`src/rtl/mem_access_pkg.sv`:
```
// Shared definitions for the data-memory access unit.
//   state_e      : access FSM states
//   SZ_*         : MemSizeM encodings (3 is reserved and behaves as a word)
//   misaligned   : alignment check for an access size and byte offset
//   byte_enables : lane enables for an access size and byte offset
//   store_lanes  : store data replicated across the lanes the size covers
package mem_access_pkg;

  typedef enum logic [1:0] {
    IDLE     = 2'd0,
    REQ      = 2'd1,
    WAIT_RSP = 2'd2,
    DONE     = 2'd3
  } state_e;

  localparam logic [1:0] SZ_BYTE = 2'd0;
  localparam logic [1:0] SZ_HALF = 2'd1;
  localparam logic [1:0] SZ_WORD = 2'd2;

  function automatic logic misaligned(input logic [1:0] size, input logic [1:0] off);
    case (size)
      SZ_BYTE: misaligned = 1'b0;
      SZ_HALF: misaligned = off[0];
      default: misaligned = (off != 2'd0);
    endcase
  endfunction

  function automatic logic [3:0] byte_enables(input logic [1:0] size, input logic [1:0] off);
    case (size)
      SZ_BYTE: byte_enables = 4'b0001 << off;
      SZ_HALF: byte_enables = 4'b0011 << off;
      default: byte_enables = 4'b1111;
    endcase
  endfunction

  // The responder picks the lane(s) with the byte enables, so replicating
  // the low bits lets it ignore the offset entirely.
  function automatic logic [31:0] store_lanes(input logic [1:0] size, input logic [31:0] data);
    case (size)
      SZ_BYTE: store_lanes = {4{data[7:0]}};
      SZ_HALF: store_lanes = {2{data[15:0]}};
      default: store_lanes = data;
    endcase
  endfunction

endpackage

```
`src/rtl/mem_access_unit_load_align.sv`:
```
// Load alignment: picks the addressed byte/half out of the read word and
// sign- or zero-extends it to 32 bits. Purely combinational.
//   rdata  : read word from the responder
//   offset : byte offset (address bits [1:0]) of the access
//   size   : SZ_BYTE / SZ_HALF / word
//   zext   : zero-extend instead of sign-extend
//   data   : extended load result
module load_align
  import mem_access_pkg::*;
(
  input  logic [31:0] rdata,
  input  logic [1:0]  offset,
  input  logic [1:0]  size,
  input  logic        zext,
  output logic [31:0] data
);

  logic [7:0]  lane_b;
  logic [15:0] lane_h;

  always_comb begin
    lane_b = rdata[{offset, 3'b000} +: 8];
    // Halves are always 2-byte aligned here, so only offset[1] matters.
    lane_h = offset[1] ? rdata[31:16] : rdata[15:0];
    case (size)
      SZ_BYTE: data = zext ? {24'd0, lane_b} : {{24{lane_b[7]}}, lane_b};
      SZ_HALF: data = zext ? {16'd0, lane_h} : {{16{lane_h[15]}}, lane_h};
      default: data = rdata;
    endcase
  end

endmodule

```
`src/rtl/mem_access_unit.sv`:
```
// Initiator side of the data-memory interface. Turns a MEM-stage load/store
// into a valid/ready request, stalls the pipeline while it is outstanding and
// returns the aligned, extended load result in DONE.
//   clk, rst_n            : clock, synchronous active-low reset
//   MemReadM/MemWriteM    : load/store in MEM (both set is handled as store)
//   MemSizeM/MemUnsignedM : access size, zero-extend for loads
//   ALUOutM/WriteDataM    : byte address, store data
//   StallM                : freeze IF..MEM while the access is in flight
//   LoadDataM             : load result, non-zero only in DONE
//   AlignErrM             : misaligned access rejected (no request issued)
//   BusErrM               : responder timed out, reported in DONE
//   dmem_req_*            : request channel (valid/ready, we, addr, be, wdata)
//   dmem_rsp_valid/rdata  : response channel
module mem_access_unit
  import mem_access_pkg::*;
#(
  parameter int ADDR_W  = 30,
  parameter int TIMEOUT = 64
) (
  input  logic              clk,
  input  logic              rst_n,
  input  logic              MemReadM,
  input  logic              MemWriteM,
  input  logic [1:0]        MemSizeM,
  input  logic              MemUnsignedM,
  input  logic [31:0]       ALUOutM,
  input  logic [31:0]       WriteDataM,
  output logic              StallM,
  output logic [31:0]       LoadDataM,
  output logic              AlignErrM,
  output logic              BusErrM,
  output logic              dmem_req_valid,
  input  logic              dmem_req_ready,
  output logic              dmem_we,
  output logic [ADDR_W-1:0] dmem_addr,
  output logic [3:0]        dmem_be,
  output logic [31:0]       dmem_wdata,
  input  logic              dmem_rsp_valid,
  input  logic [31:0]       dmem_rdata
);

  localparam int               CNT_W    = $clog2(TIMEOUT);
  localparam logic [CNT_W-1:0] CNT_LAST = CNT_W'(TIMEOUT - 1);

  state_e           state;
  logic [CNT_W-1:0] cnt;
  logic [31:0]      addr_q;
  logic [31:0]      wdata_q;
  logic [31:0]      rdata_q;
  logic [3:0]       be_q;
  logic [1:0]       size_q;
  logic             we_q;
  logic             zext_q;
  logic             timeout_q;

  logic             pending;
  logic             misal;
  logic [31:0]      aligned;

  assign pending = MemReadM | MemWriteM;
  assign misal   = misaligned(MemSizeM, ALUOutM[1:0]);

  always_ff @(posedge clk) begin
    if (!rst_n) begin
      state     <= IDLE;
      cnt       <= '0;
      addr_q    <= '0;
      wdata_q   <= '0;
      rdata_q   <= '0;
      be_q      <= '0;
      size_q    <= '0;
      we_q      <= 1'b0;
      zext_q    <= 1'b0;
      timeout_q <= 1'b0;
    end else begin
      case (state)
        IDLE: begin
          if (pending && !misal) begin
            addr_q    <= ALUOutM;
            we_q      <= MemWriteM;
            size_q    <= MemSizeM;
            zext_q    <= MemUnsignedM;
            be_q      <= byte_enables(MemSizeM, ALUOutM[1:0]);
            wdata_q   <= store_lanes(MemSizeM, WriteDataM);
            rdata_q   <= '0;
            timeout_q <= 1'b0;
            state     <= REQ;
          end
        end
        REQ: begin
          if (dmem_req_ready) begin
            cnt   <= '0;
            state <= WAIT_RSP;
          end
        end
        WAIT_RSP: begin
          // A response arriving on the last counted cycle still wins over the timeout.
          if (dmem_rsp_valid) begin
            if (!we_q) rdata_q <= dmem_rdata;
            state <= DONE;
          end else if (cnt == CNT_LAST) begin
            timeout_q <= 1'b1;
            rdata_q   <= '0;
            state     <= DONE;
          end else begin
            cnt <= cnt + 1'b1;
          end
        end
        DONE: begin
          // The pipeline moves on this edge, so the same access is never re-issued.
          state <= IDLE;
        end
        default: state <= IDLE;
      endcase
    end
  end

  load_align u_load_align (
    .rdata  (rdata_q),
    .offset (addr_q[1:0]),
    .size   (size_q),
    .zext   (zext_q),
    .data   (aligned)
  );

  assign StallM         = ((state == IDLE) && pending && !misal) ||
                          (state == REQ) || (state == WAIT_RSP);
  assign AlignErrM      = (state == IDLE) && pending && misal;
  assign BusErrM        = (state == DONE) && timeout_q;
  assign LoadDataM      = ((state == DONE) && !timeout_q) ? aligned : 32'd0;
  assign dmem_req_valid = (state == REQ);
  assign dmem_we        = we_q;
  assign dmem_addr      = addr_q[ADDR_W+1:2];
  assign dmem_be        = be_q;
  assign dmem_wdata     = wdata_q;

endmodule

```
`config.mk`:
```
export PLATFORM = sky130hd
export DESIGN_NAME = mem_access_unit
export DESIGN_NICKNAME = d
export VERILOG_FILES = /design/src/rtl/mem_access_pkg.sv /design/src/rtl/mem_access_unit_load_align.sv /design/src/rtl/mem_access_unit.sv
export SDC_FILE = /design/constraint.sdc
export NUM_CORES = 1
export LEC_CHECK = 0
export CAP_MARGIN = 20
export CORE_ASPECT_RATIO = 1.25
export CORE_UTILIZATION = 44
export DETAILED_ROUTE_END_ITERATION = 12
export PLACE_DENSITY = 0.86
export SETUP_SLACK_MARGIN = 0.02
export SYNTH_ARGS = -nofsm -noshare
export SYNTH_HDL_FRONTEND = slang
export SYNTH_SLANG_ARGS = --single-unit
```
`constraint.sdc`:
```
create_clock -name clk -period 2.35 [get_ports clk]
set_input_delay 0.47 -clock clk [delete_from_list [all_inputs] [get_ports clk]]
set_output_delay 0.47 -clock clk [all_outputs]
set_load 0.05 [all_outputs]
```
# Yosys cells after proc, flatten, opt, wreduce, memory -nomap -nowiden
# Cells that the tools add are included.
# word_totals
output_inout_bits,103
ram_bits,0
reg_bits,113
latchBits,0
n_memories,0
wordCells,75
in_bits,105
romBits,0
# classes
shift,3
n_mux,26
order_cmp,0
n_div,0
n_eq_ne,13
n_bitwise,1
n_addsub,1
n_mul,0
reduce_logical,21
# ops
operator,count
2-to-1 mux 32 bit,7
case mux 32 bit (2 select lines),3
variable part select 32 x 6 -> 8 bit,1
2-to-1 mux 6 bit,3
2-to-1 mux 16 bit,1
case mux 6 bit (2 select lines),1
AND reduction 4 bit,3
2-to-1 mux 2 bit,4
"inequality test 2 bit, second input constant",4
case mux 2 bit (4 select lines),1
case mux 4 bit (2 select lines),1
"adder 6 x 1 -> 6 bit, second input constant",1
"== test 2 x 1 -> 1 bit, second input constant",3
"== test 6 bit, second input constant",1
logical AND 1 bit,6
logical NOT 2 bit,3
"inequality test 3 bit, second input constant",2
nonzero test 2 bit,3
"== test 2 bit, second input constant",2
case mux 1 bit (2 select lines),2
"left shift 1 x 2 -> 4 bit, first input constant",1
"left shift 2 x 2 -> 4 bit, first input constant",1
2-to-1 mux 1 bit,3
AND reduction 3 bit,1
other kinds (5),7

# Logic depth before layout (Yosys ltp)
# Gate-level depths: netlist of the first run.
# logic_depth
word_depth,6
ltp_mapped,8
mapped_depth_nobuf,6

# Cells and area by module
# Synthesis of the first run repeated with hierarchy kept, for this count alone.
# unflattened
hier_cells,754
hier_area_um2,6013.3
# modules_own_cells
module,area_per_inst_um2,n_inst,cells_per_inst,seq_area_each_um2
mem_access_unit,5318.9,1,632,2262.2
load_align,694.4,1,122,0.0

# Worst setup path before layout of the first run
# OpenSTA, ideal clock, no wires.
# synth_path
path_kind,register to output
from,register addr_q[0]
to,output port LoadDataM[10]
path_stages_with_launch,6
t_required_ns,1.880
path_buffers,1
setup_slack_ns,-0.425
arrival_ns,2.305
cell_sequence,dfxtp_1 -> mux4_2 -> nor2b_2 -> nand2b_1 -> buf_2 -> a221oi_1
# synth_between
elab_chain_len,4
# synth_rtl
item,line,source
from (decl),mem_access_unit.sv:47,logic [31:0] addr_q;
from (signal assigned),mem_access_unit.sv:79,addr_q <= ALUOutM;
variable part select 32 x 6 -> 8 bit,mem_access_unit_load_align.sv:22,"lane_b = rdata[{offset, 3'b000} +: 8];"
2-to-1 mux 32 bit,mem_access_unit_load_align.sv:26,"SZ_BYTE: data = zext ? {24'd0, lane_b} : {{24{lane_b[7]}}, lane_b};"
case mux 32 bit (2 select lines),mem_access_unit_load_align.sv:25,case (size)
2-to-1 mux 32 bit,mem_access_unit.sv:130,assign LoadDataM = ((state == DONE) && !timeout_q) ? aligned : 32'd0;
to (decl),mem_access_unit.sv:29,"output logic [31:0] LoadDataM,"
# Every way passes these cells.

# Final worst setup path of the first run
# Ends and elaborated chain as after synthesis.

==> results of run 1 <==
==> placed cells by master, fill, tap and decap left out, types with 10 or more instances in the layout <==
cell type          n
nor2_1            31
dfxtp_1          107
buf_12            39
a311oi_1          11
a21oi_1           60
buf_4             30
nand2_1          167
o211ai_1          11
clkbuf_16         18
mux2i_1           21
inv_1             10
a22o_1            32
clkdlybuf4s50_1  170
nand3_1           10
==> flip-flops by register name, summed over array words and instances, names as in the netlist <==
signal      count
size_q          2
addr_q         32
rdata_q        32
timeout_q       1
dmem_wdata     32
zext_q          1
dmem_we         1
dmem_be         4
cnt             6
state           2
==> kinds of logic after synthesis <==
group	share of synthesized area, %
AND/OR/NAND/NOR	19.1
AO/OA/AOI/OAI	23.1
flip-flops	41.7
buffers and inverters	10.5
multiplexers	4.50
adder cells (fa/ha/maj)	1.15
==> path summary, 6_finish.rpt <==
path	end	slack, ns	depth (start not counted)
max	LoadDataM[10]	-0.24	6
min	addr_q[15]	0.46	2
max reg2reg	cnt[3]	0.41	6
min reg2reg	addr_q[15]	0.46	2
==> tightest hold or removal path, stage by stage, from the launching register on <==
cell and delay (ns):
dfxtp_1 0.30, nand2_1 0.05, a21oi_1 0.05
==> power by group through the flow <==
stage / Sequential, mW / Clock (mW) / Combinational (mW)
3_5_place_dp: 2.39 / 0 / 2.99
3_3_place_gp: 2.38 / 0 / 2.91
4_1_cts: 2.37 / 2.93 / 3.08
2_1_floorplan: 2.82 / 0 / 1.64
6_report: 2.39 / 2.90 / 3.13
5_1_grt: 2.42 / 3.02 / 3.31
==> routing by layer <==
metal | vias to the layer above | track usage, % | part of all wire [%]
met5 | - | 0 | 0
met4 | 0 | 15.7 | 5.5
met3 | 81 | 8.82 | 9.1
met2 | 343 | 48.6 | 50
met1 | 2672 | 30.1 | 35
li1 | 2606 | - | -
==> metrics by stage <==
step	instances	hold WS (ns)
after floorplan	650	0.437
after global placement	973	0.442
after detailed placement	973	0.446
after CTS	1006	0.454
after global routing	1007	0.470
final	1007	0.456
==> area by class of cell <==
cell class,count,area [um2]
clock inverter,12,204
clock buffer,20,467
tap,161,201
inverter,14,52.6
timing repair buffer,243,2770
multi-input combinational,444,2770
sequential,113,2270
fill,818,3040
==> timing repair <==
| item | 4_1_cts | 5_1_grt |
|---|---|---|
| cloned | 0 | 1 |
| resized for setup | 33 | 16 |
| pin swaps | 3 | 7 |
| buffers inserted | 1 | 0 |
| endpoints found under the setup margin | 32 | 33 |
==> results.json, run 1 <==
{
  "final_area_um2": 8740,
  "slowest_stage": "mux4_2",
  "cts_buffers": 17,
  "ios": 208,
  "ir_drop_mv": 0.598,
  "syn_inst": 650,
  "ys_seq_area_share_pct": 41.7,
  "syn_nets": 760,
  "worst-path-buf-inv": 2,
  "max_freq_mhz": 385,
  "setup_viol": 31,
  "worst_setup_path_end_kind": "output port",
  "failed_checks": "setup timing",
  "totalWireLength_mm": 18.7,
  "fin_nets": 943,
  "power.density_nw_per_um2": 965,
  "die_area_um2": 12800,
  "synth_area_um2": 5420,
  "tns_ns": -4.05,
  "grt_max_degree": 83,
  "hold_viol_final": 0,
  "netlist.area_leader.share_pct": 41.7,
  "synthTopCellsByArea": "dfxtp_1, nand2_1, a21oi_1",
  "yosys_warnings": 0,
  "dr.first_iter.drc_count": 384,
  "synth-seq-cells": 113,
  "grt_pass1_vias": 5604,
  "postCtsHoldBufs": 0,
  "crit_family": "simple AND/OR/NAND/NOR gates",
  "yosysMostFrequentCell": "nand2_1",
  "cts.clk_slew.worst_paths_ns": 0.05,
  "dpl-instance-area_um2": 7830,
  "ant_nets": 0,
  "post-route-util_pct": 74.2,
  "startpoint": "addr_q[0]",
  "htreeDepth": 4,
  "antenna_found_initial": 0,
  "fp.dieW_um": 101,
  "total_power_mw": 8.43,
  "switchingPower_mw": 3.09,
  "worstPathArrival_ns": 2.12,
  "max_stage_delay_ns": 0.35,
  "root_buffer": "clkbuf_16",
  "pwr-share-clk_pct": 34.4,
  "maxCapViolCount": 0,
  "grt_use_total_pct": 28.2,
  "clk_latency_ns": 0.41,
  "syn_avg_cell_area_um2": 8.34,
  "p_leak_nw": 3.30,
  "yosysUniqueCellTypes": 53,
  "critPathMaxFanout": 8,
  "fin_crit_sh_pct": 110,
  "power_frac_seq_pct": 28.4,
  "setup_slack_ns": -0.245,
  "worst_slew_pin_slew_ns": 0.590,
  "syn2layout_area_growth_pct": 61.2,
  "n_antenna_cell": 0,
  "startpoint_type": "register",
  "synth_top_area_cell": "dfxtp_1",
  "path_class": "reg -> out",
  "place_ws_ns": -0.00784,
  "slew-limit-headroom_pct": 59.6,
  "power.internal_mw": 5.34,
  "num_rows": 44,
  "wl_per_cell_um": 18.6,
  "drt_pre_antenna_iters": 8,
  "dp.final_hpwl_mm": 12.6,
  "fp.coreArea_um2": 11800,
  "clock_path_buffers": 2,
  "cp_data_required_time_ns": 1.88,
  "ys.flop_type": "dfxtp_1",
  "cts_tree": "done",
  "rsz0062_at_grt": "yes",
  "start_util_pct": 46.0,
  "async_reset_ff_share_pct": 0,
  "synth_edf_count": 0,
  "min_period_ns": 2.59,
  "gp_congestion": 0.910,
  "worst_clock_skew_ns": 0.00778,
  "hp-start": "addr_q[15]",
  "grt_overflow": 0,
  "die_h_um": 126,
  "drive_gt1_share_pct": 18.3,
  "r2r_start": "state[0]",
  "via_count": 5702,
  "slew_violations": 0,
  "swShare_pct": 36.7,
  "grt_pass1_wl_mm": 28.0,
  "synthTopCellsByCount": "nand2_1, dfxtp_1, a21oi_1",
  "cp_cell_sequence": "mux4_2, nor2b_4, nand2b_4, a221oi_4, buf_4, buf_12",
  "run_status": "finished, violations left",
  "vias_per_cell": 5.66,
  "drc_errors": 0,
  "hp-class": "reg -> reg",
  "combPwrFrac_pct": 37.2,
  "clock-sinks": 113,
  "port_buffers": 207
}
(Power assumes the default switching activity.)
==> inputs of run 2 (changes only) <==
SKIP_LAST_GASP = 1   (was unset)
==> run 2 against run 1 <==
Compared with the run above:
- the run still ends with setup timing left
- sequential cell count unchanged
- final area about the same
- via count about the same
- core utilization hardly changed
- clock skew about the same
- maximum frequency grew 4.0%
- final cell count unchanged
- largest cell class unchanged
- highest routed layer unchanged
==> results.json, run 2 (synthesis results as in run 1) <==
{
  "hp-class": "reg -> reg",
  "grt_max_degree": 83,
  "final_area_um2": 8730,
  "vias_per_cell": 5.66,
  "cts.clk_slew.worst_paths_ns": 0.05,
  "min_period_ns": 2.49,
  "layout_common_cells": "clkdlybuf4s50_1, nand2_1, dfxtp_1, a21oi_1, buf_12",
  "grt_overflow": 0,
  "path_class": "reg -> out",
  "cp_data_required_time_ns": 1.88,
  "clk_latency_ns": 0.41,
  "drc_errors": 0,
  "clock_path_buffers": 2,
  "startpoint_type": "register",
  "grt_pass1_wl_mm": 27.9,
  "combPwrFrac_pct": 37.1,
  "maxCapViolCount": 0,
  "ios": 208,
  "switchingPower_mw": 3.08,
  "drive_gt1_share_pct": 18.1,
  "syn2layout_area_growth_pct": 61.1,
  "die_area_um2": 12800,
  "gp_congestion": 0.910,
  "critPathMaxFanout": 8,
  "die_h_um": 126,
  "run_status": "finished, violations left",
  "swShare_pct": 36.6,
  "startpoint": "addr_q[0]",
  "dr.first_iter.drc_count": 385,
  "fin_crit_sh_pct": 106,
  "power.density_nw_per_um2": 964,
  "power.internal_mw": 5.34,
  "power_frac_seq_pct": 28.4,
  "n_antenna_cell": 0,
  "dp.final_hpwl_mm": 12.6,
  "hold_viol_final": 0,
  "ant_nets": 0,
  "final_common_cell": "clkdlybuf4s50_1",
  "fillerInstances": 805,
  "cts_buffers": 17,
  "setup_viol": 31,
  "dpl-instance-area_um2": 7830,
  "root_buffer": "clkbuf_16",
  "failed_checks": "setup timing",
  "totalWireLength_mm": 18.5,
  "start_util_pct": 46.0,
  "worst_slew_pin_slew_ns": 0.655,
  "worst_clock_skew_ns": 0.00814,
  "num_rows": 44,
  "worstPathArrival_ns": 2.02,
  "antenna_found_initial": 0,
  "slew_violations": 0,
  "slew-limit-headroom_pct": 55.2,
  "p_leak_nw": 3.30,
  "cts_tree": "done",
  "fin_nets": 943,
  "whs_ns": 0.456,
  "pwr-share-clk_pct": 34.5,
  "r2r_start": "state[0]",
  "grt_pass1_vias": 5604,
  "via_count": 5704,
  "grt_use_total_pct": 28.1,
  "rrSetupSlack_ns": 0.41,
  "post-route-util_pct": 74.1,
  "rsz0062_at_grt": "yes",
  "fp.coreArea_um2": 11800,
  "port_buffers": 207,
  "clock-sinks": 113,
  "max_freq_mhz": 401,
  "wl_per_cell_um": 18.4,
  "setup_slack_ns": -0.144,
  "drt_pre_antenna_iters": 5,
  "postCtsHoldBufs": 0,
  "worst_setup_path_end_kind": "output port",
  "ir_drop_mv": 0.597,
  "htreeDepth": 4,
  "hp-start": "addr_q[15]",
  "fp.dieW_um": 101
}
## run 2: cell counts in the layout (fill, tap and decap cells not counted)
No cell type changed its count.
## run 2: routing by layer
metal	share of wire [%]	track usage [%]
met1	36	30.1
met3	9.0	8.71
met4	5.4	15.7
met2	50	48.5
met5	0	0
## run 2: critical path, cell delays in order (launching register included)
cell	delay, ns
dfxtp_2	0.33
mux4_2	0.34
nor2b_4	0.21
nand2b_4	0.17
a221oi_2	0.38
buf_12	0.18
## run 2: path summary, 6_finish.rpt
kind	end	cells past startpoint
worst max-delay path	LoadDataM[13]	5
worst min-delay path	addr_q[15]	2
worst max register to register	rdata_q[16]	7
worst min register to register	addr_q[15]	2
## run 2: per-stage QoR
step | std cells | power, mW | TNS (ns) | setup WS, ns
CTS | 1006 | 8.37 | -2.65 | -0.130
finish | 1007 | 8.42 | -3.19 | -0.144
floorplan | 650 | 4.46 | -2.97 | -0.425
global placement | 973 | 5.29 | 0 | 0.0642
detailed placement | 973 | 5.38 | -0.00784 | -0.00784
global route | 1007 | 8.74 | -5.41 | -0.216
## run 2: power by group through the flow
| stage | Sequential [mW] | Combinational [mW] | Clock [mW] |
|---|---|---|---|
| final | 2.39 | 3.13 | 2.90 |
| after global routing | 2.42 | 3.30 | 3.03 |
| after CTS | 2.37 | 3.08 | 2.93 |
| after detailed placement | 2.39 | 2.99 | 0 |
| after global placement | 2.38 | 2.91 | 0 |
| after floorplan | 2.82 | 1.64 | 0 |
## run 2: cell type report
| class | instances | area [um2] | share of cell area (%) |
|---|---|---|---|
| Timing Repair Buffer | 243 | 2770 | 31.7 |
| Multi-Input combinational cell | 444 | 2760 | 31.6 |
| Sequential cell | 113 | 2270 | 26.0 |
| Clock buffer | 20 | 467 | 5.34 |
| Clock inverter | 12 | 204 | 2.34 |
| Tap cell | 161 | 201 | 2.31 |
| Inverter | 14 | 52.6 | 0.602 |
## run 2: repair_timing
| action | CTS | global route |
|---|---|---|
| gates resized for setup | 31 | 16 |
| gates cloned | 0 | 1 |
| setup buffers | 1 | 0 |
| setup endpoints to repair | 32 | 33 |
| pin swaps | 3 | 6 |
